==> src/rtl/if_inst_queue.sv <==
// Two-write/two-read circular instruction queue between IF and ID; 1-cycle write-to-read, no bypass.
// Backpressure: accepts a write only with >=2 free slots; ID stalls via next_allowin_i; either flush empties it.
module if_inst_queue #(
    parameter int DEPTH   = 8,
    parameter int PTR_W   = 3,
    parameter int ENTRY_W = 85
) (
    input  logic               clk,
    input  logic               rst,
    input  logic               excep_flush_i,
    input  logic               branch_flush_i,
    input  logic               line1_wvalid_i,
    input  logic               line2_wvalid_i,
    input  logic [ENTRY_W-1:0] line1_wdata_i,
    input  logic [ENTRY_W-1:0] line2_wdata_i,
    output logic               now_allowin_o,
    input  logic               next_allowin_i,
    output logic               line1_to_next_valid_o,
    output logic               line2_to_next_valid_o,
    output logic [ENTRY_W-1:0] line1_rdata_o,
    output logic [ENTRY_W-1:0] line2_rdata_o,
    output logic [PTR_W:0]     count_o,
    output logic               empty_o
);

    localparam logic [PTR_W:0]   DEPTH_W = (PTR_W+1)'(DEPTH);
    localparam logic [PTR_W:0]   TWO_W   = (PTR_W+1)'(2);
    localparam logic [PTR_W-1:0] ONE_P   = PTR_W'(1);

    logic [ENTRY_W-1:0] mem [DEPTH];
    logic [PTR_W-1:0]   wptr;
    logic [PTR_W-1:0]   rptr;
    logic [PTR_W:0]     count;
    logic               flush;
    logic [1:0]         push_n;
    logic [1:0]         pop_n;
    logic [PTR_W-1:0]   wptr_p1;
    logic [PTR_W-1:0]   rptr_p1;

    assign flush   = excep_flush_i | branch_flush_i;
    assign wptr_p1 = wptr + ONE_P;
    assign rptr_p1 = rptr + ONE_P;

    // Credit check uses the registered count only, so it never depends on ID's accept.
    assign now_allowin_o = (DEPTH_W - count) >= TWO_W;

    assign line1_to_next_valid_o = (count != '0) & ~flush;
    assign line2_to_next_valid_o = (count >= TWO_W) & ~flush;
    assign line1_rdata_o         = mem[rptr];
    assign line2_rdata_o         = mem[rptr_p1];
    assign count_o               = count;
    assign empty_o               = (count == '0);

    always_comb begin
        push_n = 2'd0;
        if (!rst && !flush && now_allowin_o && line1_wvalid_i)
            push_n = line2_wvalid_i ? 2'd2 : 2'd1;
    end

    always_comb begin
        pop_n = 2'd0;
        if (next_allowin_i)
            pop_n = {1'b0, line1_to_next_valid_o} + {1'b0, line2_to_next_valid_o};
    end

    always_ff @(posedge clk) begin
        if (rst || flush) begin
            wptr  <= '0;
            rptr  <= '0;
            count <= '0;
        end else begin
            wptr  <= wptr + PTR_W'(push_n);
            rptr  <= rptr + PTR_W'(pop_n);
            count <= count + (PTR_W+1)'(push_n) - (PTR_W+1)'(pop_n);
        end
    end

    // Payload storage carries no reset; validity is tracked purely by count.
    always_ff @(posedge clk) begin
        if (push_n != 2'd0)
            mem[wptr] <= line1_wdata_i;
        if (push_n == 2'd2)
            mem[wptr_p1] <= line2_wdata_i;
    end

endmodule

==> config.mk <==
export PLATFORM = sky130hd
export DESIGN_NAME = if_inst_queue
export DESIGN_NICKNAME = d
export VERILOG_FILES = /design/src/rtl/if_inst_queue.sv
export SDC_FILE = /design/constraint.sdc
export NUM_CORES = 1
export LEC_CHECK = 0
export CORE_ASPECT_RATIO = 0.5
export CORE_UTILIZATION = 28
export CTS_CLUSTER_DIAMETER = 200
export DETAILED_ROUTE_END_ITERATION = 10
export GPL_ROUTABILITY_DRIVEN = 0
export SLEW_MARGIN = 20
export SYNTH_ARGS = -nofsm -noshare
export SYNTH_HDL_FRONTEND = slang
export SYNTH_SLANG_ARGS = --single-unit
==> constraint.sdc <==
create_clock -name clk -period 10.2 [get_ports clk]
set_input_delay 3.06 -clock clk [delete_from_list [all_inputs] [get_ports clk]]
set_output_delay 3.06 -clock clk [all_outputs]
set_load 0.05 [all_outputs]
* Word level (Yosys, flattened, before mapping)
Memory sizes are Yosys's and may differ from the RTL's. A register that Yosys moved wholly into a read port is not among the register bits.
Index checks and enable logic that the tools add are counted.
** Word-level totals
- Register bits after elaboration :: 10
- Memories kept :: 1
- Output and inout port bits :: 178
- Word-level logic and storage cells :: 36
- Input port bits :: 177
- Latch bits :: 0
- RAM bits :: 680
- Memory bits (read-only) :: 0
** Operators by class
- Equal/unequal tests :: 1
- Add/sub/neg operators :: 8
- Bitwise gates (word level) :: 4
- Shift operators :: 0
- Magnitude comparators :: 2
- Reductions and logical operators :: 9
- Mux-type cells :: 8
- Divide/modulo/power cells :: 0
- Multiply operators :: 0
** Memories
- mem :: words 8, bits a word 85, read ports 2, clocked after memory_dff 1, write ports 2, RTL line 30 : logic [ENTRY_W-1:0] mem [DEPTH];
** Operators with widths (number)
- $ge 4x2->1 const B :: 2
- $add 3x1->3 const B :: 2
- $add 3x2->3 :: 2
- $mux 2 :: 3
- $add 4x2->4 :: 1
- $logic_not 4->1 :: 1
- $mux 1 :: 4
- $reduce_bool 4->1 :: 1
- $sub 4x2->4 :: 1
- $sub 4x4->4 const A :: 1
- $logic_and 1x1->1 :: 3
- $mux 3 :: 1
- $add 1x1->2 :: 1
- $and 1x1->1 :: 2
- $eq 2x2->1 const B :: 1
- $logic_not 1->1 :: 2
- $reduce_bool 2->1 :: 1
- $logic_or 1x1->1 :: 1
- $not 1->1 :: 1
- $or 1x1->1 :: 1

* Longest topological paths before layout
Gate-level depths: netlist (run 1).
- Word-level depth :: 9
- Depth in mapped cells :: 14
- Depth with buffers taken out :: 14

* Least setup slack after synthesis (run 1)
Ideal clock, no wire load.
- Kind :: input-to-reg
- From :: input port rst
- To :: memory mem[1][0] (enable)
- Stages on the path :: 5
- Arrival time :: 10356 ps
- Path slack :: -810 ps
- Library setup time :: 655 ps
- Buffers on the path :: 2
- Cell sequence :: or4b_1 > buf_2 > a21o_1 > clkbuf_1 > a211oi_1
** RTL lines
- start, declared :: RTL line 9 : input logic rst,
- end, declared :: RTL line 30

* Worst setup path after layout (run 1)
- From :: register rptr[0]
- To :: output port line2_rdata_o[36]
** On the way
- Word-level cells in the longest chain between the ends :: 2
** Ends and longest elaborated chain
- start, declared :: RTL line 32 : logic [PTR_W-1:0] rptr;
- start signal, assigned :: RTL line 73 : rptr <= rptr + PTR_W'(pop_n);
- $add 3x1->3 :: RTL line 42 : assign rptr_p1 = rptr + ONE_P;
- $mem_v2 8x85
- end, declared :: RTL line 21 : output logic [ENTRY_W-1:0] line2_rdata_o,
No other way between the ends.

==> metrics, run 1 <==
Area contributors post-synth=edfxtp_1 51%, mux2_2 23%, mux4_2 19%; FF+latch count, synth=690; Yosys cell types=41; WL final=123000 um; Post-Place Cells=4285; Mapped Nets=2364; PD cells=132 mW/mm^2; clk slew on worst S/H paths=0.06 ns; post-route insts no fill=4435; Design Area, Final=0.0480 mm^2; Avg Cell Area, Syn=18.3 um^2; status=finished, final reports clean; Worst Setup End Kind=primary output; total CTS buffers=77; Crit Path Category=flop to primary output; fin crit share=76.4%; CTS root buffer=clkbuf_16; Logic pwr share=6.2%; Clock Sinks=690; Mapped Cells=2171; Initial Utilization=28.3%; worst skew pair latency=0.63 ns; DRC=0; synth warn=0; Critical Path AT=4.73 ns; Main synth FF type=edfxtp_1; port bufs=354; leakage=14.7 nW; register area share after synthesis=51.9%; final setup margin=2.41 ns; sequential cell fraction of total power=49.3%; maximum clock frequency=128 MHz; post-route ant nets=0; relative slew slack=24.8%; Place WS=2.44 ns; Async S/R FF share, synth=0%; Final Max Tran Viols=0; core box area=0.140 mm^2; setup violators final=0; post-DP HPWL=69700 um; largest net degree at the start of global routing=143; RSZ-0062 raised after global routing=no; vias in the first global route=24400; synth cell count leaders=800 x mux2_2, 680 x edfxtp_1, 340 x mux4_2; Worst VDD drop=122 uV; io pins=355; dominant cell type by area after synthesis=edfxtp_1; wire length per cell=27.7 um; EDFF count, synth=680; Req. time, crit path=7.14 ns; Fillers=13200; crit-path cells=ha_4 > buf_12 > mux4_2 > mux2_2 > clkdlybuf4s50_1; max_cap viols=0; CTS H-Tree Depth=3; area share of the largest cell type after synthesis=51.4%; Fin. Hold Viols=0; FP Rows=97; final clock skew=0.0154 ns; initial antenna violation count=17; Area growth syn-to-layout=20.7%; Min-Delay Path Class=flop to flop; drt first pass iters=5; GRT Total Usage=16.7%; CTS tree=yes; worst path bufs/invs=2; Nets=2676; DRT iter0 DRCs=1607; Tmin final=7.79 ns; grt total ovfl=0; die width=535 um; clock power share=44.5%; vias per cell=5.14; Worst Max-Slew Pin Slew=1.13 ns; post-CTS repair timing setup buffer count=0; DR vias=22800; share of cells above drive strength 1=53.8%; Clock Tree Buf Depth=3; Post-CTS Hold Buffers=0; crit start category=flop; global-route wire length before repair=173000 um; most common cell in the netlist=mux2_2; Crit Path Max Fanout=142; DIE AREA=0.144 mm^2; Slowest-stage cell, CP=dfxtp_4; Net Switching=0.00134 W; Die H=268 um; post-cts sizing count=0; family with the most delay on the worst path=buffers and inverters; Mapped Area=0.0397 mm^2; Placed Area=0.0454 mm^2; Sw Ratio=21.1%; Int Power=0.00501 W; Worst path max stage delay=1.00 ns
-- path summary, 6_finish.rpt --
kind,from,to,slack (ns),cells after the start
worst max-delay path,rptr[0],line2_rdata_o[36],2.41,5
worst min-delay path,count_o[0],count_o[0],0.75,2
worst max register to register,count_o[0],mem[1][43],6.23,8
worst min register to register,count_o[0],count_o[0],0.75,2
-- per-stage QoR --
step / hold slack (ns) / util [%] / power [W] / setup TNS, ns
finish: 0.753 / 34.2 / 0.00635 / 0
global route: 0.751 / 34.2 / 0.00652 / 0
CTS: 0.729 / 34.1 / 0.00640 / 0
detailed placement: 0.715 / 32.4 / 0.00358 / 0
global placement: 0.704 / 32.4 / 0.00357 / 0
floorplan: 0.578 / - / 0.00340 / -275.52
-- per-layer routing --
layer  vias up  global-route usage, %  wire [um]
met2       566                   30.6      65400
met5         -                      0         43
li1       9762                      -          -
met3       161                   1.74       4780
met4         8                   5.50       2950
met1     12300                   20.5      49600
-- layout make-up --
| class | instances | area, um^2 | area share (%) |
|---|---|---|---|
| Clock buffer | 100 | 2100 | 4.37 |
| Clock inverter | 36 | 390 | 0.814 |
| Sequential cell | 690 | 20600 | 43.0 |
| Timing Repair Buffer | 408 | 4020 | 8.39 |
| Multi-Input combinational cell | 1292 | 18400 | 38.3 |
| Inverter | 14 | 52.6 | 0.110 |
| Tap cell | 1881 | 2350 | 4.91 |
| Antenna cell | 14 | 35.0 | 0.0730 |
-- worst min-delay path: stages, from the launching register on --
cell	delay (ns)
dfxtp_1	0.45
ha_1	0.17
and2_1	0.10
-- power groups by stage --
stage                     combinational, W  sequential, W  clock (W)
after floorplan                   0.000212        0.00319          0
after global placement            0.000381        0.00319          0
after global routing              0.000420        0.00313    0.00297
after CTS                         0.000394        0.00313    0.00287
final                             0.000393        0.00313    0.00282
after detailed placement          0.000391        0.00319          0
-- cells by family after synthesis --
group | after synthesis | synth area share [%]
DFF | 690 | 51.9
muxes | 1190 | 43.8
buffers and inverters | 189 | 2.23
AOI/OAI and AO/OA | 29 | 0.680
xor gates and xnor gates | 8 | 0.176
adders and majority gates | 16 | 0.579
and+or+nand+nor | 49 | 0.645
-- flip-flops by register name (all words and copies together), names as in the netlist --
register,count
wptr,3
mem,680
count_o,4
rptr,3
-- placed cells by master, fill, tap and decap left out, types with 3 or more instances in the layout --
cell type and count:
inv_1 14, clkinv_2 9, o22ai_1 4, clkdlybuf4s50_1 354
edfxtp_1 680, a2111oi_4 3, diode_2 14, ha_1 11
and2_1 7, nor3_1 5, clkinv_1 16, clkbuf_1 19
buf_4 48, dfxtp_4 3, nor2_1 18, bufinv_16 9
fa_1 4, xor2_1 3, buf_12 6, xnor2_1 4
dfxtp_1 7, mux2_4 50, mux4_2 340, a21oi_1 6
a211oi_4 4, nand2_1 3, nor2_4 4, mux2_2 800
clkbuf_16 81
Note: power is estimated with default switching activity, not from simulation.
==> run 2: changes to the inputs <==
- clock period: 10.2 -> 6.8 ns (I/O delays scaled with it)
==> metrics, run 2 (synthesis results as in run 1) <==
final clock skew=0.0210 ns (was 0.0154 ns); Total Neg Setup Slack=0 ns (unchanged); Min-Delay Path Class=flop to flop (unchanged); most common cell after layout, fill and taps aside=mux2_2 (unchanged); worst path bufs/invs=2 (unchanged); worst skew pair latency=0.66 ns (was 0.63 ns); Post-CTS Hold Buffers=0 (unchanged); GRT Total Usage=16.5% (was 16.7%); family with the most delay on the worst path=buffers and inverters (unchanged); global-route wire length before repair=171000 um (was 173000 um); Worst Max-Slew Pin Slew=1.20 ns (was 1.13 ns); relative slew slack=20.2% (was 24.8%); Nets=2680 (was 2676); Area growth syn-to-layout=21.2% (was 20.7%); DRT iter0 DRCs=1495 (was 1607); Clock Tree Buf Depth=3 (unchanged); largest reg by FF count=mem (unchanged); fin crit share=86.2%; commonest non-fill, non-tap cells in the layout=800 x mux2_2, 680 x edfxtp_1, 354 x clkdlybuf4s50_1, 340 x mux4_2, 78 x clkbuf_16 (was 800 x mux2_2, 680 x edfxtp_1, 354 x clkdlybuf4s50_1, 340 x mux4_2, 81 x clkbuf_16); DR vias=22800 (about the same); FP Rows=97 (unchanged); Crit Path Category=flop to primary output (unchanged); largest net degree at the start of global routing=139 (was 143); CTS root buffer=clkbuf_16 (unchanged); die width=535 um (unchanged); post-DP HPWL=68700 um (was 69700 um); Crit Path Max Fanout=138 (was 142); initial antenna violation count=17 (unchanged); Clock Sinks=690 (unchanged); io pins=355 (unchanged); post-CTS repair timing setup buffer count=0 (unchanged); grt total ovfl=0 (unchanged); Die H=268 um (unchanged); RSZ-0062 raised after global routing=no (unchanged); setup violators final=0 (unchanged); vias in the first global route=24400 (about the same); Worst path max stage delay=0.75 ns (was 1.00 ns); CTS H-Tree Depth=3 (unchanged); Critical Path AT=3.82 ns (was 4.73 ns); CTS tree=yes (unchanged); crit start category=flop (unchanged); crit-path cells=buf_12 > mux4_2 > mux2_2 > clkdlybuf4s50_1 (was ha_4 > buf_12 > mux4_2 > mux2_2 > clkdlybuf4s50_1); status=finished, final reports clean (unchanged); drt first pass iters=6 (was 5); core box area=0.140 mm^2 (unchanged); maximum clock frequency=171 MHz; total CTS buffers=76 (was 77); PD cells=195 mW/mm^2 (was 132 mW/mm^2); vias per cell=5.13 (was 5.14); wire length per cell=27.1 um (was 27.7 um); post-cts sizing count=0 (unchanged); Tmin final=5.86 ns; Initial Utilization=28.3% (unchanged); clk slew on worst S/H paths=0.06 ns (about the same); port bufs=354 (unchanged); Req. time, crit path=4.76 ns (was 7.14 ns); post-route ant nets=0 (unchanged); leakage=14.7 nW (about the same); Place WS=1.09 ns (was 2.44 ns); max FFs per register=680 (unchanged); max_cap viols=0 (unchanged); Worst VDD drop=172 uV (was 122 uV); Worst Setup End Kind=primary output (unchanged); Worst Hold Margin=0.718 ns (was 0.753 ns); Fin. Hold Viols=0 (unchanged); Slowest-stage cell, CP=clkdlybuf4s50_1 (was dfxtp_4); share of cells above drive strength 1=54.1% (was 53.8%); DRC=0 (unchanged); Final Max Tran Viols=0 (unchanged); DIE AREA=0.144 mm^2 (unchanged); final setup margin=0.937 ns (was 2.41 ns); WL final=120000 um (was 123000 um)
-- run 2: changes by cell type in the layout (fill, tap and decap cells not counted), sizes merged --
cell,before,now
buf,54,59
clkinv,25,29
inv,14,16
bufinv,9,6
clkbuf,100,93
clkinvlp,2,1
-- run 2: worst register-to-register path, delay by kind of cell (launching register included) --
kind | cells | cell delay [ns]
buf+inv | 4 | 1.53
compound gates | 3 | 0.65
flops | 1 | 0.43
mux | 1 | 0.43
fa+ha+maj | 1 | 0.28
-- run 2: final timing paths --
check,startpoint,end,slack [ns],cells after the start
setup / recovery,rptr[0],line2_rdata_o[36],0.94,4
hold / removal,count_o[0],count_o[0],0.72,2
setup reg to reg,count_o[1],mem[7][45],3.22,9
hold reg to reg,count_o[0],count_o[0],0.72,2
-- run 2: report_power, final --
| group | switching (W) | internal [W] |
|---|---|---|
| sequential | 0.00000769 | 0.00469 |
| combinational | 0.000275 | 0.000317 |
| clock | 0.00176 | 0.00234 |
-- run 2: cell type report --
cell class                 instances  area, um^2
fill                           13200       92300
multi-input combinational       1292       18400
clock inverter                    38         367
antenna                           14        35.0
inverter                          14        52.6
sequential                       690       20600
tap                             1881        2350
clock buffer                      93        2020
timing repair buffer             413        4330
-- run 2: per-layer routing --
layer	wire length (um)	GRT usage, %	vias up
li1	-	-	9801
met1	50400	20.7	12200
met2	61000	28.8	568
met3	4890	2.52	182
met4	3690	6.04	8
met5	49	0	-
-- run 2: through the flow --
stage / area, um^2 / total power (W) / util [%] / instances
after CTS: 48100 / 0.00948 / 34.3 / 4421
after global placement: 45700 / 0.00536 / 32.6 / 4288
final: 48200 / 0.00938 / 34.3 / 4435
after global routing: 48200 / 0.00966 / 34.3 / 4434
after floorplan: 39800 / 0.00510 / - / 2171
after detailed placement: 45700 / 0.00538 / 32.6 / 4290
